<file path="config.mk">
export PLATFORM = sky130hd
export DESIGN_NAME = fifo_push_arbiter
export DESIGN_NICKNAME = d
export VERILOG_FILES = /design/src/rtl/fifo_push_arbiter.sv
export SDC_FILE = /design/constraint.sdc
export NUM_CORES = 1
export LEC_CHECK = 0
export CELL_PAD_IN_SITES_DETAIL_PLACEMENT = 1
export CELL_PAD_IN_SITES_GLOBAL_PLACEMENT = 2
export CORE_ASPECT_RATIO = 1.5
export CORE_UTILIZATION = 14
export DETAILED_ROUTE_END_ITERATION = 6
export PLACE_DENSITY = 0.89
export SYNTH_ARGS = -nofsm -noshare
export SYNTH_HDL_FRONTEND = slang
export SYNTH_SLANG_ARGS = --single-unit
</file>
<file path="constraint.sdc">
create_clock -name clk -period 2.5 [get_ports clk]
set_input_delay 0.5 -clock clk [delete_from_list [all_inputs] [get_ports clk]]
set_output_delay 0.5 -clock clk [all_outputs]
set_load 0.005 [all_outputs]
</file>
<file path="src/rtl/fifo_push_arbiter.sv">
// fifo_push_arbiter
//   Round-robin, burst-locked arbiter sharing the single push port of the
//   downstream FIFO among NUM_REQ requesters using a valid/grant handshake.
//   Ownership is held for up to MAX_BURST transfers, then rotates.
//
// Ports
//   clk, rst_n     : clock (posedge) and asynchronous active-low reset
//   req_valid_i    : per-requester valid
//   req_data_i     : packed requester data, requester k at [k*(DATA_WIDTH+1) +: DATA_WIDTH+1]
//   req_grant_o    : per-requester grant (combinational from push_grant_i)
//   push_valid_o   : valid towards the FIFO push port
//   push_data_o    : owner's data towards the FIFO push port
//   push_grant_i   : grant from the FIFO push port
//   owner_o        : current owner index, meaningful while busy_o is 1
//   busy_o         : 1 while an owner holds the port
`timescale 1ns/1ps

module fifo_push_arbiter #(
    parameter int DATA_WIDTH = 32,
    parameter int NUM_REQ    = 4,
    parameter int MAX_BURST  = 4
) (
    input  logic                                clk,
    input  logic                                rst_n,
    input  logic [NUM_REQ-1:0]                  req_valid_i,
    input  logic [NUM_REQ*(DATA_WIDTH+1)-1:0]   req_data_i,
    output logic [NUM_REQ-1:0]                  req_grant_o,
    output logic                                push_valid_o,
    output logic [DATA_WIDTH:0]                 push_data_o,
    input  logic                                push_grant_i,
    output logic [$clog2(NUM_REQ)-1:0]          owner_o,
    output logic                                busy_o
);

    localparam int OW = $clog2(NUM_REQ);
    localparam int CW = $clog2(MAX_BURST + 1);
    localparam int DW = DATA_WIDTH + 1;

    typedef enum logic {
        IDLE,
        OWN
    } state_t;

    state_t          state;
    logic [OW-1:0]   owner;
    logic [OW-1:0]   last;
    logic [CW-1:0]   burst_cnt;

    logic [OW-1:0]   pick;
    logic            pick_found;
    logic            owner_valid;
    logic            xfer;
    logic            release_own;

    // Scan from last+1 upward with wrap; last is the previous owner, so it
    // is naturally visited last. Under a burst-limit release the owner is
    // therefore only re-picked when no other requester is valid.
    always_comb begin
        pick       = last;
        pick_found = 1'b0;
        for (int unsigned i = 1; i <= NUM_REQ; i++) begin
            if (!pick_found && req_valid_i[OW'((32'(last) + i) % NUM_REQ)]) begin
                pick_found = 1'b1;
                pick       = OW'((32'(last) + i) % NUM_REQ);
            end
        end
    end

    assign owner_valid = req_valid_i[owner];

    always_comb begin
        req_grant_o  = '0;
        push_valid_o = 1'b0;
        push_data_o  = '0;
        if (state == OWN) begin
            push_valid_o       = owner_valid;
            push_data_o        = req_data_i[int'(owner)*DW +: DW];
            req_grant_o[owner] = push_grant_i && owner_valid;
        end
    end

    assign xfer        = push_valid_o && push_grant_i;
    assign release_own = !owner_valid || (xfer && (burst_cnt == CW'(MAX_BURST - 1)));

    assign busy_o  = (state == OWN);
    assign owner_o = owner;

    always_ff @(posedge clk or negedge rst_n) begin
        if (!rst_n) begin
            state     <= IDLE;
            owner     <= '0;
            last      <= OW'(NUM_REQ - 1);
            burst_cnt <= '0;
        end else begin
            case (state)
                IDLE: begin
                    if (|req_valid_i) begin
                        state     <= OWN;
                        owner     <= pick;
                        last      <= pick;
                        burst_cnt <= '0;
                    end
                end
                OWN: begin
                    if (release_own) begin
                        burst_cnt <= '0;
                        // Same-edge handoff avoids a bubble between owners.
                        if (pick_found) begin
                            owner <= pick;
                            last  <= pick;
                        end else begin
                            state <= IDLE;
                        end
                    end else if (xfer) begin
                        burst_cnt <= burst_cnt + 1'b1;
                    end
                end
                default: state <= IDLE;
            endcase
        end
    end

endmodule

</file>
; ---- Word-level counts from Yosys, hierarchy flattened
; Index checks and enable logic that the tools add are counted.
[totals]
regBits = 8
inputBits = 139
wordCells = 74
out_inout_bits = 41
[classes]
n_lt_le_gt_ge = 6
shift = 1
n_mux = 35
reduce_logical = 15
bitwise_logic = 2
n_mul = 1
eq_ne = 5
n_addsub = 5
[op_table]
columns = op, count
row1 = variable part select 132 x 9 -> 33 bit, 1
row2 = 2-to-1 mux 33 bit, 1
row3 = "< comparator 2 x 3 -> 1 bit, second input constant", 5
row4 = 2-to-1 mux 1 bit, 14
row5 = 2-to-1 mux 2 bit, 7
row6 = binary-select mux 1 bit (select 2 bit), 5
row7 = 2-to-1 mux 3 bit, 3
row8 = "multiplier 2 x 6 -> 8 bit, second input constant", 1
row9 = logical AND 1 bit, 7
row10 = one-hot mux 3 bit (2 select lines), 1
row11 = "adder 2 x 1 -> 2 bit, second input constant", 2
row12 = "adder 2 bit, second input constant", 2
row13 = AND 4 bit, 1
row14 = logical NOT 1 bit, 4
row15 = 2-to-1 mux 4 bit, 1
row16 = "inequality test 2 x 1 -> 1 bit, second input constant", 2
row17 = one-hot mux 2 bit (2 select lines), 1
row18 = OR reduction 4 bit, 1
row19 = "adder 3 x 1 -> 3 bit, second input constant", 1
row20 = "equality test 3 x 2 -> 1 bit, second input constant", 1
row21 = "inequality test 3 x 1 -> 1 bit, second input constant", 1
row22 = AND reduction 3 bit, 1
row23 = demux 1 bit (select 2 bit), 1
row24 = "greater-or-equal comparator 2 x 1 -> 1 bit, second input constant", 1
row25 = 5 further kinds, 5

; ---- Depth between registers and ports, before layout
; Gate-level depths: netlist of the first run.
[depth]
depth_word = 16
ltp_mapped = 6
ltp_nobuf = 6

; ---- Least setup slack after synthesis of the first run
; Ideal clock, no wire load.
[synth_path]
path_type = register -> output
start = reg owner[0] (netlist: owner_o[0])
end = out push_data_o[15]
path_slack_ns = 0.393
path_stages_with_launch = 5
required_ns = 2.000
n_path_buf = 2
t_arrival_ns = 1.607
cell_sequence = dfrtp_1 buf_2 buf_2 mux4_2 and2_1
[synth_between]
elab_chain_len = 3
[synth_rtl]
columns = item, line
row1 = from (decl), 45  ; logic [OW-1:0] owner;
row2 = from (signal assigned), 99  ; owner <= pick;
row3 = from (signal assigned), 109  ; owner <= pick;
row4 = multiplier 2 x 6 -> 8 bit, 77  ; push_data_o = req_data_i[int'(owner)*DW +: DW];
row5 = variable part select 132 x 9 -> 33 bit, 77
row6 = 2-to-1 mux 33 bit, 75  ; if (state == OWN) begin
row7 = to (decl), 29  ; output logic [DATA_WIDTH:0] push_data_o,
; Every way passes these cells.

; ---- Final worst setup path of the first run
[layout_path]
start = in req_data_i[128]
end = out push_data_o[29]
[layout_between]
elab_chain_len = 2
[layout_rtl]
columns = item, line
row1 = from (decl), 26  ; input logic [NUM_REQ*(DATA_WIDTH+1)-1:0] req_data_i,
row2 = variable part select 132 x 9 -> 33 bit, 77
row3 = 2-to-1 mux 33 bit, 75
; Every way passes these cells.

==> impl_metrics.prom, run 1 <==
# TYPE chip_impl_metric gauge
chip_impl_metric{name="synth-async-reset-ratio",unit=""} 1.00
chip_impl_metric{name="clock_sink_count",unit=""} 8
chip_impl_metric{name="p_total",unit="mW"} 3.31
chip_impl_info{name="synth_top_flop_cell",value="sky130_fd_sc_hd__dfrtp_1"} 1
chip_impl_info{name="whs_endpoint",value="burst_cnt[0]"} 1
chip_impl_info{name="synth_top_family_by_area",value="multiplexers"} 1
chip_impl_metric{name="dieArea",unit="mm^2"} 0.0119
chip_impl_metric{name="worst_skew_pair.late_latency",unit="ns"} 0.23
chip_impl_metric{name="fin_skew",unit="ns"} 0.00288
chip_impl_metric{name="maximum_number_of_pins_on_one_net_before_global_route_repair",unit=""} 38
chip_impl_metric{name="top_level_ports",unit=""} 180
chip_impl_metric{name="gate_count_after_technology_mapping",unit=""} 140
chip_impl_metric{name="worst-endpoint-required",unit="ns"} 2.00
chip_impl_metric{name="area_growth",unit="%"} 143
chip_impl_metric{name="synth-compound-area-share",unit=""} 0.0577
chip_impl_metric{name="reg2reg_depth",unit=""} 5
chip_impl_metric{name="numPortBuffers",unit=""} 179
chip_impl_metric{name="hold-worst-slack",unit="ns"} 0.520
chip_impl_info{name="hp-class",value="flop to flop"} 1
chip_impl_metric{name="post_synthesis_instance_area",unit="mm^2"} 0.00160
chip_impl_metric{name="timing_worst_slew_pin_value",unit="ns"} 0.386
chip_impl_info{name="crit_type",value="input pin to primary output"} 1
chip_impl_metric{name="power.density_cell_area",unit="mW/mm^2"} 849
chip_impl_metric{name="drt-vias-per-instance",unit=""} 4.24
chip_impl_metric{name="grt_pass1_wl",unit="um"} 12100
chip_impl_metric{name="cp.arrival",unit="ns"} 1.96
chip_impl_metric{name="drt_wl_total",unit="um"} 8510
chip_impl_metric{name="register_bit_total_from_synthesis",unit=""} 8
chip_impl_info{name="rsz0062_at_grt",value="true"} 1
chip_impl_metric{name="postSynthNetCount",unit=""} 281
chip_impl_metric{name="final_setup_violations",unit=""} 0
chip_impl_metric{name="headroom_to_the_max_slew_limit",unit=""} 0.741
chip_impl_metric{name="grt_remaining_overflow",unit=""} 0
chip_impl_metric{name="num_antenna_cells",unit=""} 0
chip_impl_info{name="critical_path_startpoint_category",value="input pin"} 1
chip_impl_info{name="netlist.top_cell.by_area",value="sky130_fd_sc_hd__mux4_2"} 1
chip_impl_metric{name="fraction_of_synthesized_area_in_multiplexers",unit=""} 0.531
chip_impl_metric{name="final-max-slew-violation-count",unit=""} 0
chip_impl_metric{name="number_of_synthesized_flops_with_an_enable_pin",unit=""} 0
chip_impl_metric{name="p_leak",unit="nW"} 1.65
chip_impl_metric{name="postLayoutSetupSlackWorst",unit="ns"} 0.0423
chip_impl_metric{name="synth_xor_xnor_area_share",unit=""} 0
chip_impl_metric{name="min_period_over_period",unit=""} 0.983
chip_impl_metric{name="pre_cts_setup_slack",unit="ns"} -0.215
chip_impl_metric{name="post_synth_and_or_nand_nor_area_fraction",unit=""} 0.221
chip_impl_metric{name="die_y",unit="um"} 133
chip_impl_metric{name="path_clk_slew",unit="ns"} 0.04
chip_impl_metric{name="ant_nets",unit=""} 0
chip_impl_metric{name="maxCapViolCount",unit=""} 0
chip_impl_metric{name="die_x",unit="um"} 89.4
chip_impl_metric{name="synthesis.area_per_instance",unit="um^2"} 11.5
chip_impl_metric{name="fmax",unit="MHz"} 407
chip_impl_metric{name="hold_viol",unit=""} 0
chip_impl_metric{name="detailed_place_hpwl",unit="um"} 6820
chip_impl_metric{name="min_delay_path_depth",unit=""} 1
chip_impl_metric{name="core_region_area",unit="mm^2"} 0.0111
chip_impl_info{name="tritoncts",value="yes"} 1
chip_impl_metric{name="drt-pass1-iter-count",unit=""} 2
chip_impl_metric{name="ys_warn_count",unit=""} 0
chip_impl_metric{name="synth_area_in_adders",unit=""} 0.0156
chip_impl_metric{name="r2r_setup_slack",unit="ns"} 0.52
chip_impl_metric{name="grt_pass1_vias",unit=""} 2302
chip_impl_metric{name="final_layout_size_suffix_gt1_frac",unit=""} 0.220
chip_impl_metric{name="yosysUniqueCellTypes",unit=""} 34
chip_impl_metric{name="cts_buffer_depth",unit=""} 2
chip_impl_info{name="worst_r2r_start",value="last[0]"} 1
chip_impl_metric{name="finalWorstPathRequiredPeriod",unit="ns"} 2.46
chip_impl_metric{name="antenna_found_initial",unit=""} 1
chip_impl_metric{name="wire_per_inst",unit="um"} 17.6
chip_impl_metric{name="drc_violations_left",unit=""} 0
chip_impl_info{name="clockRootBuffer",value="sky130_fd_sc_hd__clkbuf_16"} 1
chip_impl_metric{name="htree_levels",unit=""} 1
chip_impl_metric{name="grt_use_total",unit=""} 0.137
chip_impl_info{name="outcome",value="finished, final reports clean"} 1
chip_impl_metric{name="num_vias",unit=""} 2047
chip_impl_metric{name="layout.nets",unit=""} 478
chip_impl_info{name="cp-end-kind",value="primary output"} 1
chip_impl_metric{name="tritoncts.num_buffers",unit=""} 3
chip_impl_metric{name="power.ir.vdd_worst",unit="mV"} 0.540
chip_impl_metric{name="number_of_hold_buffers_added_after_cts",unit=""} 0
chip_impl_metric{name="synth.yosys.seq_area_share",unit=""} 0.126
chip_impl_metric{name="yosysTopAreaCellShare",unit=""} 0.477
chip_impl_info{name="holdCritStartpoint",value="burst_cnt[0]"} 1
chip_impl_metric{name="initialDrtViolationCount",unit=""} 23
chip_impl_info{name="r2r_end",value="owner_o[1]"} 1
chip_impl_info{name="ys_top_cells_by_area",value="sky130_fd_sc_hd__mux4_2 48%, sky130_fd_sc_hd__and2_1 13%, sky130_fd_sc_hd__dfrtp_1 9.4%"} 1
chip_impl_metric{name="gpl.final_weighted_congestion",unit=""} 0.791
chip_impl_metric{name="path_max_fanout",unit=""} 1
chip_impl_metric{name="rows",unit=""} 47
chip_impl_metric{name="initial_core_util",unit=""} 0.144
-- Yosys cell counts, drive strengths merged, types with 3 or more instances --
cell type,n
mux4,34
and2,33
buf,8
nor2,7
dfrtp,6
nand2,6
clkbuf,5
mux2,5
inv,3
mux2i,3
nor2b,3
nor3,3
o22ai,3
-- cell usage in the layout (no fill, tap or decap), types with 2 or more instances in the layout --
master,Yosys,routed
sky130_fd_sc_hd__clkdlybuf4s50_1,0,141
sky130_fd_sc_hd__a21oi_1,2,2
sky130_fd_sc_hd__mux2i_1,3,2
sky130_fd_sc_hd__nand2b_1,2,2
sky130_fd_sc_hd__nor2b_1,2,2
sky130_fd_sc_hd__mux4_2,34,34
sky130_fd_sc_hd__clkbuf_16,0,3
sky130_fd_sc_hd__buf_6,1,3
sky130_fd_sc_hd__dfrtp_1,6,4
sky130_fd_sc_hd__dlymetal6s2s_1,0,14
sky130_fd_sc_hd__and2_1,33,32
sky130_fd_sc_hd__o22ai_2,2,2
sky130_fd_sc_hd__buf_12,0,3
sky130_fd_sc_hd__dfrtp_2,0,2
sky130_fd_sc_hd__nor2_1,7,7
sky130_fd_sc_hd__inv_1,3,3
sky130_fd_sc_hd__a21o_1,2,2
sky130_fd_sc_hd__mux2_1,5,5
sky130_fd_sc_hd__buf_16,0,2
sky130_fd_sc_hd__ha_1,2,2
sky130_fd_sc_hd__dlygate4sd2_1,0,23
sky130_fd_sc_hd__nand2_1,5,5
sky130_fd_sc_hd__nor3_1,3,3
sky130_fd_sc_hd__or3_1,2,2
sky130_fd_sc_hd__buf_4,1,18
sky130_fd_sc_hd__dfstp_2,2,2
-- cell type report --
type	count	area [um^2]
fill	1249	7220
timing repair buffer	205	2080
multi-input combinational	116	1330
sequential	8	205
tap	147	184
clock buffer	4	78.8
inverter	3	11.3
-- routing by layer --
| metal | share of wire | GRT usage | up-vias |
|---|---|---|---|
| met5 | 0.0015 | 0 | - |
| met4 | 0.0059 | 0.0168 | 2 |
| met3 | 0.12 | 0.0465 | 7 |
| met2 | 0.55 | 0.277 | 128 |
| met1 | 0.33 | 0.129 | 969 |
| li1 | - | - | 941 |
-- through the flow --
step | utilization | setup TNS, ns | instances | instance area [um^2]
after floorplan | - | 0 | 140 | 1600
after global placement | 0.328 | -0.439 | 467 | 3650
after detailed placement | 0.328 | -0.652 | 467 | 3650
after CTS | 0.340 | -0.763 | 476 | 3780
after global routing | 0.350 | -0.0805 | 483 | 3890
final | 0.350 | 0 | 483 | 3890
-- flip-flops by register name, summed over array words and instances, names as in the netlist --
register / cells
busy_o: 1
last: 2
owner_o: 2
burst_cnt: 3
-- report_power, final --
group          leakage [nW]  switching (mW)  internal, mW
Clock                0.0382          0.0668         0.213
Sequential           0.0918          0.0892         0.202
Combinational          1.52           0.952          1.79
Total                  1.65            1.11          2.20
-- critical path, stage by stage --
cell	delay, ns
sky130_fd_sc_hd__clkdlybuf4s50_1	0.40
sky130_fd_sc_hd__mux4_2	0.46
sky130_fd_sc_hd__and2_1	0.16
sky130_fd_sc_hd__clkdlybuf4s50_1	0.44
-- worst max path at each step --
stage                               start               to  slack [ns]
after floorplan                owner_o[0]  push_data_o[15]        0.39
after detailed placement     push_grant_i   req_grant_o[0]       -0.21
final                     req_data_i[128]  push_data_o[29]        0.04
after global placement       push_grant_i   req_grant_o[2]       -0.15
after global routing           owner_o[0]  push_data_o[12]       -0.03
after CTS                      owner_o[0]  push_data_o[17]       -0.08
-- logic make-up (layout without fill, tap and decap cells) --
kind of cell	Yosys count	count (layout)
AOI/OAI and AO/OA	12	12
and+or+nand+nor	60	60
muxes	42	42
adders and majority gates	2	2
DFF	8	8
buffers and inverters	16	212
-- timing repair --
item / 4_1_cts / 5_1_grt
setup buffers: 3 / 7
resized for setup: 26 / 21
pin swaps: 0 / 1
cloned: 2 / 0
setup endpoints to repair: 24 / 17
Power figures use the tool's default switching activity.
==> run 2: changes to the inputs <==
- GPL_ROUTABILITY_DRIVEN: default -> 0
==> results of run 2 <==
Final layout, timing and power as in run 1 (identical DEF).
==> run 3: changes to the inputs <==
- TNS_END_PERCENT: default -> 30
==> run 3 against run 2 <==
Net effect:
- global-route usage decreased by 0.64 points
- core utilization decreased by 0.56 points
- non-clock buffer count decreased by 3
- clock power about the same
- hold slack got worse by 0.00072 ns
- largest power group unchanged
==> impl_metrics.prom, run 3 (synthesis results as in run 1) <==
# TYPE chip_impl_metric gauge
chip_impl_info{name="outcome",value="finished, final reports clean"} 1
chip_impl_info{name="clockRootBuffer",value="sky130_fd_sc_hd__clkbuf_16"} 1
chip_impl_metric{name="final_layout_size_suffix_gt1_frac",unit=""} 0.210
chip_impl_metric{name="grt_remaining_overflow",unit=""} 0
chip_impl_metric{name="ant_nets",unit=""} 0
chip_impl_metric{name="headroom_to_the_max_slew_limit",unit=""} 0.740
chip_impl_metric{name="detailed_place_hpwl",unit="um"} 6820
chip_impl_metric{name="area_growth",unit="%"} 139
chip_impl_metric{name="fillers",unit=""} 1250
chip_impl_metric{name="finalWorstPathRequiredPeriod",unit="ns"} 2.46
chip_impl_metric{name="multi_input_comb_area",unit="mm^2"} 0.00133
chip_impl_metric{name="numPortBuffers",unit=""} 179
chip_impl_metric{name="final_design_area_no_fill",unit="mm^2"} 0.00383
chip_impl_metric{name="clock_sink_count",unit=""} 8
chip_impl_metric{name="grt_pass1_wl",unit="um"} 11700
chip_impl_info{name="cp-end-kind",value="primary output"} 1
chip_impl_metric{name="final-seq-area",unit="um^2"} 205
chip_impl_info{name="rsz0062_at_grt",value="false"} 1
chip_impl_info{name="tritoncts",value="yes"} 1
chip_impl_info{name="critical_path.most_common_cell",value="sky130_fd_sc_hd__clkdlybuf4s50_1"} 1
chip_impl_info{name="most-common-layout-cells",value="138 x sky130_fd_sc_hd__clkdlybuf4s50_1, 34 x sky130_fd_sc_hd__mux4_2, 33 x sky130_fd_sc_hd__and2_1, 27 x sky130_fd_sc_hd__dlygate4sd2_1, 18 x sky130_fd_sc_hd__buf_4"} 1
chip_impl_info{name="holdCritStartpoint",value="burst_cnt[0]"} 1
chip_impl_metric{name="critical_path_buf_inv_count",unit=""} 2
chip_impl_metric{name="num_antenna_cells",unit=""} 0
chip_impl_metric{name="grt_pass1_vias",unit=""} 2296
chip_impl_metric{name="antenna_found_initial",unit=""} 1
chip_impl_metric{name="die_x",unit="um"} 89.4
chip_impl_metric{name="path_max_fanout",unit=""} 1
chip_impl_metric{name="worst-endpoint-required",unit="ns"} 2.00
chip_impl_metric{name="grt_use_total",unit=""} 0.130
chip_impl_metric{name="wire_per_inst",unit="um"} 17.4
chip_impl_metric{name="timing_worst_slew_pin_value",unit="ns"} 0.387
chip_impl_metric{name="min_period_over_period",unit=""} 0.983
chip_impl_metric{name="layout.nets",unit=""} 475
chip_impl_metric{name="drt-pass1-iter-count",unit=""} 4
chip_impl_metric{name="drt_wl_total",unit="um"} 8330
chip_impl_info{name="layout.cells.most_common",value="sky130_fd_sc_hd__clkdlybuf4s50_1"} 1
chip_impl_metric{name="drt-vias-per-instance",unit=""} 4.25
chip_impl_metric{name="htree_levels",unit=""} 1
chip_impl_metric{name="placed_cells",unit=""} 467
chip_impl_metric{name="core_region_area",unit="mm^2"} 0.0111
chip_impl_metric{name="tritoncts.num_buffers",unit=""} 3
chip_impl_metric{name="hold_viol",unit=""} 0
chip_impl_info{name="critical-path-top-delay-family",value="buffers and inverters"} 1
chip_impl_metric{name="worst_stage_delay_on_the_critical_path",unit="ns"} 0.46
chip_impl_metric{name="top_level_ports",unit=""} 180
chip_impl_metric{name="cp.arrival",unit="ns"} 1.96
chip_impl_metric{name="initialDrtViolationCount",unit=""} 14
chip_impl_metric{name="maxCapViolCount",unit=""} 0
chip_impl_metric{name="final-max-slew-violation-count",unit=""} 0
chip_impl_metric{name="drc_violations_left",unit=""} 0
chip_impl_metric{name="rows",unit=""} 47
chip_impl_info{name="critical_path_startpoint_category",value="input pin"} 1
chip_impl_metric{name="dieArea",unit="mm^2"} 0.0119
chip_impl_metric{name="number_of_hold_buffers_added_after_cts",unit=""} 0
chip_impl_metric{name="maximum_number_of_pins_on_one_net_before_global_route_repair",unit=""} 38
chip_impl_metric{name="p_total",unit="mW"} 3.16
chip_impl_info{name="crit_type",value="input pin to primary output"} 1
chip_impl_metric{name="cts_buffer_depth",unit=""} 2
chip_impl_metric{name="num_vias",unit=""} 2039
chip_impl_info{name="register_name_with_the_most_flops",value="burst_cnt"} 1
chip_impl_info{name="worst_r2r_start",value="last[0]"} 1
chip_impl_metric{name="largest_register_ff_count",unit=""} 3
chip_impl_info{name="crit_path_cell_trace",value="clkdlybuf4s50_1 -> mux4_2 -> and2_1 -> clkdlybuf4s50_1"} 1
chip_impl_metric{name="worst_skew_pair.late_latency",unit="ns"} 0.23
chip_impl_metric{name="initial_core_util",unit=""} 0.144
chip_impl_metric{name="fmax",unit="MHz"} 407
chip_impl_metric{name="placedInstanceArea",unit="mm^2"} 0.00365
chip_impl_info{name="worst_path_cell_with_the_longest_stage_delay",value="sky130_fd_sc_hd__mux4_2"} 1
chip_impl_metric{name="final-instance-count-excl-fill",unit=""} 480
chip_impl_metric{name="path_clk_slew",unit="ns"} 0.04
chip_impl_metric{name="die_y",unit="um"} 133
chip_impl_info{name="crit_start",value="req_data_i[128]"} 1
chip_impl_metric{name="power.ir.vdd_worst",unit="mV"} 0.563
chip_impl_metric{name="fin_skew",unit="ns"} 0.00310
chip_impl_info{name="hp-class",value="flop to flop"} 1
chip_impl_metric{name="power.density_cell_area",unit="mW/mm^2"} 824
chip_impl_metric{name="p_leak",unit="nW"} 1.61
chip_impl_metric{name="final_setup_violations",unit=""} 0
==> run 3: stage by stage <==
stage | setup TNS, ns | setup slack [ns] | util | hold slack [ns]
floorplan | 0 | 0.393 | - | 0.204
global placement | -0.439 | -0.154 | 0.328 | 0.467
detailed placement | -0.652 | -0.215 | 0.328 | 0.494
CTS | 0 | 0.00117 | 0.332 | 0.522
global route | 0 | 0.00160 | 0.345 | 0.545
finish | 0 | 0.0414 | 0.345 | 0.519
==> run 3: layout make-up <==
| type | instances | share of cell area |
|---|---|---|
| timing repair buffer | 202 | 0.528 |
| multi-input combinational | 116 | 0.347 |
| sequential | 8 | 0.0535 |
| tap | 147 | 0.0480 |
| clock buffer | 4 | 0.0206 |
| inverter | 3 | 0.00294 |
==> run 3: worst paths after layout <==
check,end,slack [ns],depth (start not counted)
worst min register to register,burst_cnt[0],0.52,1
worst max register to register,owner_o[1],0.52,5
worst min-delay path,burst_cnt[0],0.52,1
max in group asynchronous,last[1],1.64,1
worst max-delay path,push_data_o[29],0.04,4
min in group asynchronous,burst_cnt[2],0.55,1
==> run 3: worst register-to-register path: stages (launching register included) <==
cell and delay (ns):
sky130_fd_sc_hd__dfstp_2 0.62, sky130_fd_sc_hd__mux4_2 0.53, sky130_fd_sc_hd__nor2b_2 0.14, sky130_fd_sc_hd__o22ai_2 0.11, sky130_fd_sc_hd__nand2_4 0.11, sky130_fd_sc_hd__mux2_1 0.33
==> run 3: power by group <==
| group | total (mW) | internal, mW | leakage, nW | switching [mW] |
|---|---|---|---|---|
| registers | 0.283 | 0.202 | 0.0918 | 0.0816 |
| clock network | 0.278 | 0.213 | 0.0382 | 0.0653 |
| logic | 2.60 | 1.67 | 1.48 | 0.924 |
==> run 3: repair_timing <==
action | in CTS | in global routing
pin swaps | 0 | 3
resized for setup | 29 | 16
cloned | 0 | 1
endpoints found under the setup margin | 24 | 12
setup buffers | 0 | 8
==> run 3: routing by layer <==
metal  vias to the layer above  part of all wire  GRT usage
met5                         -            0.0016          0
met4                         2            0.0089     0.0203
met3                         9              0.12     0.0458
met2                       126              0.55      0.263
met1                       968              0.32      0.121
li1                        934                 -          -
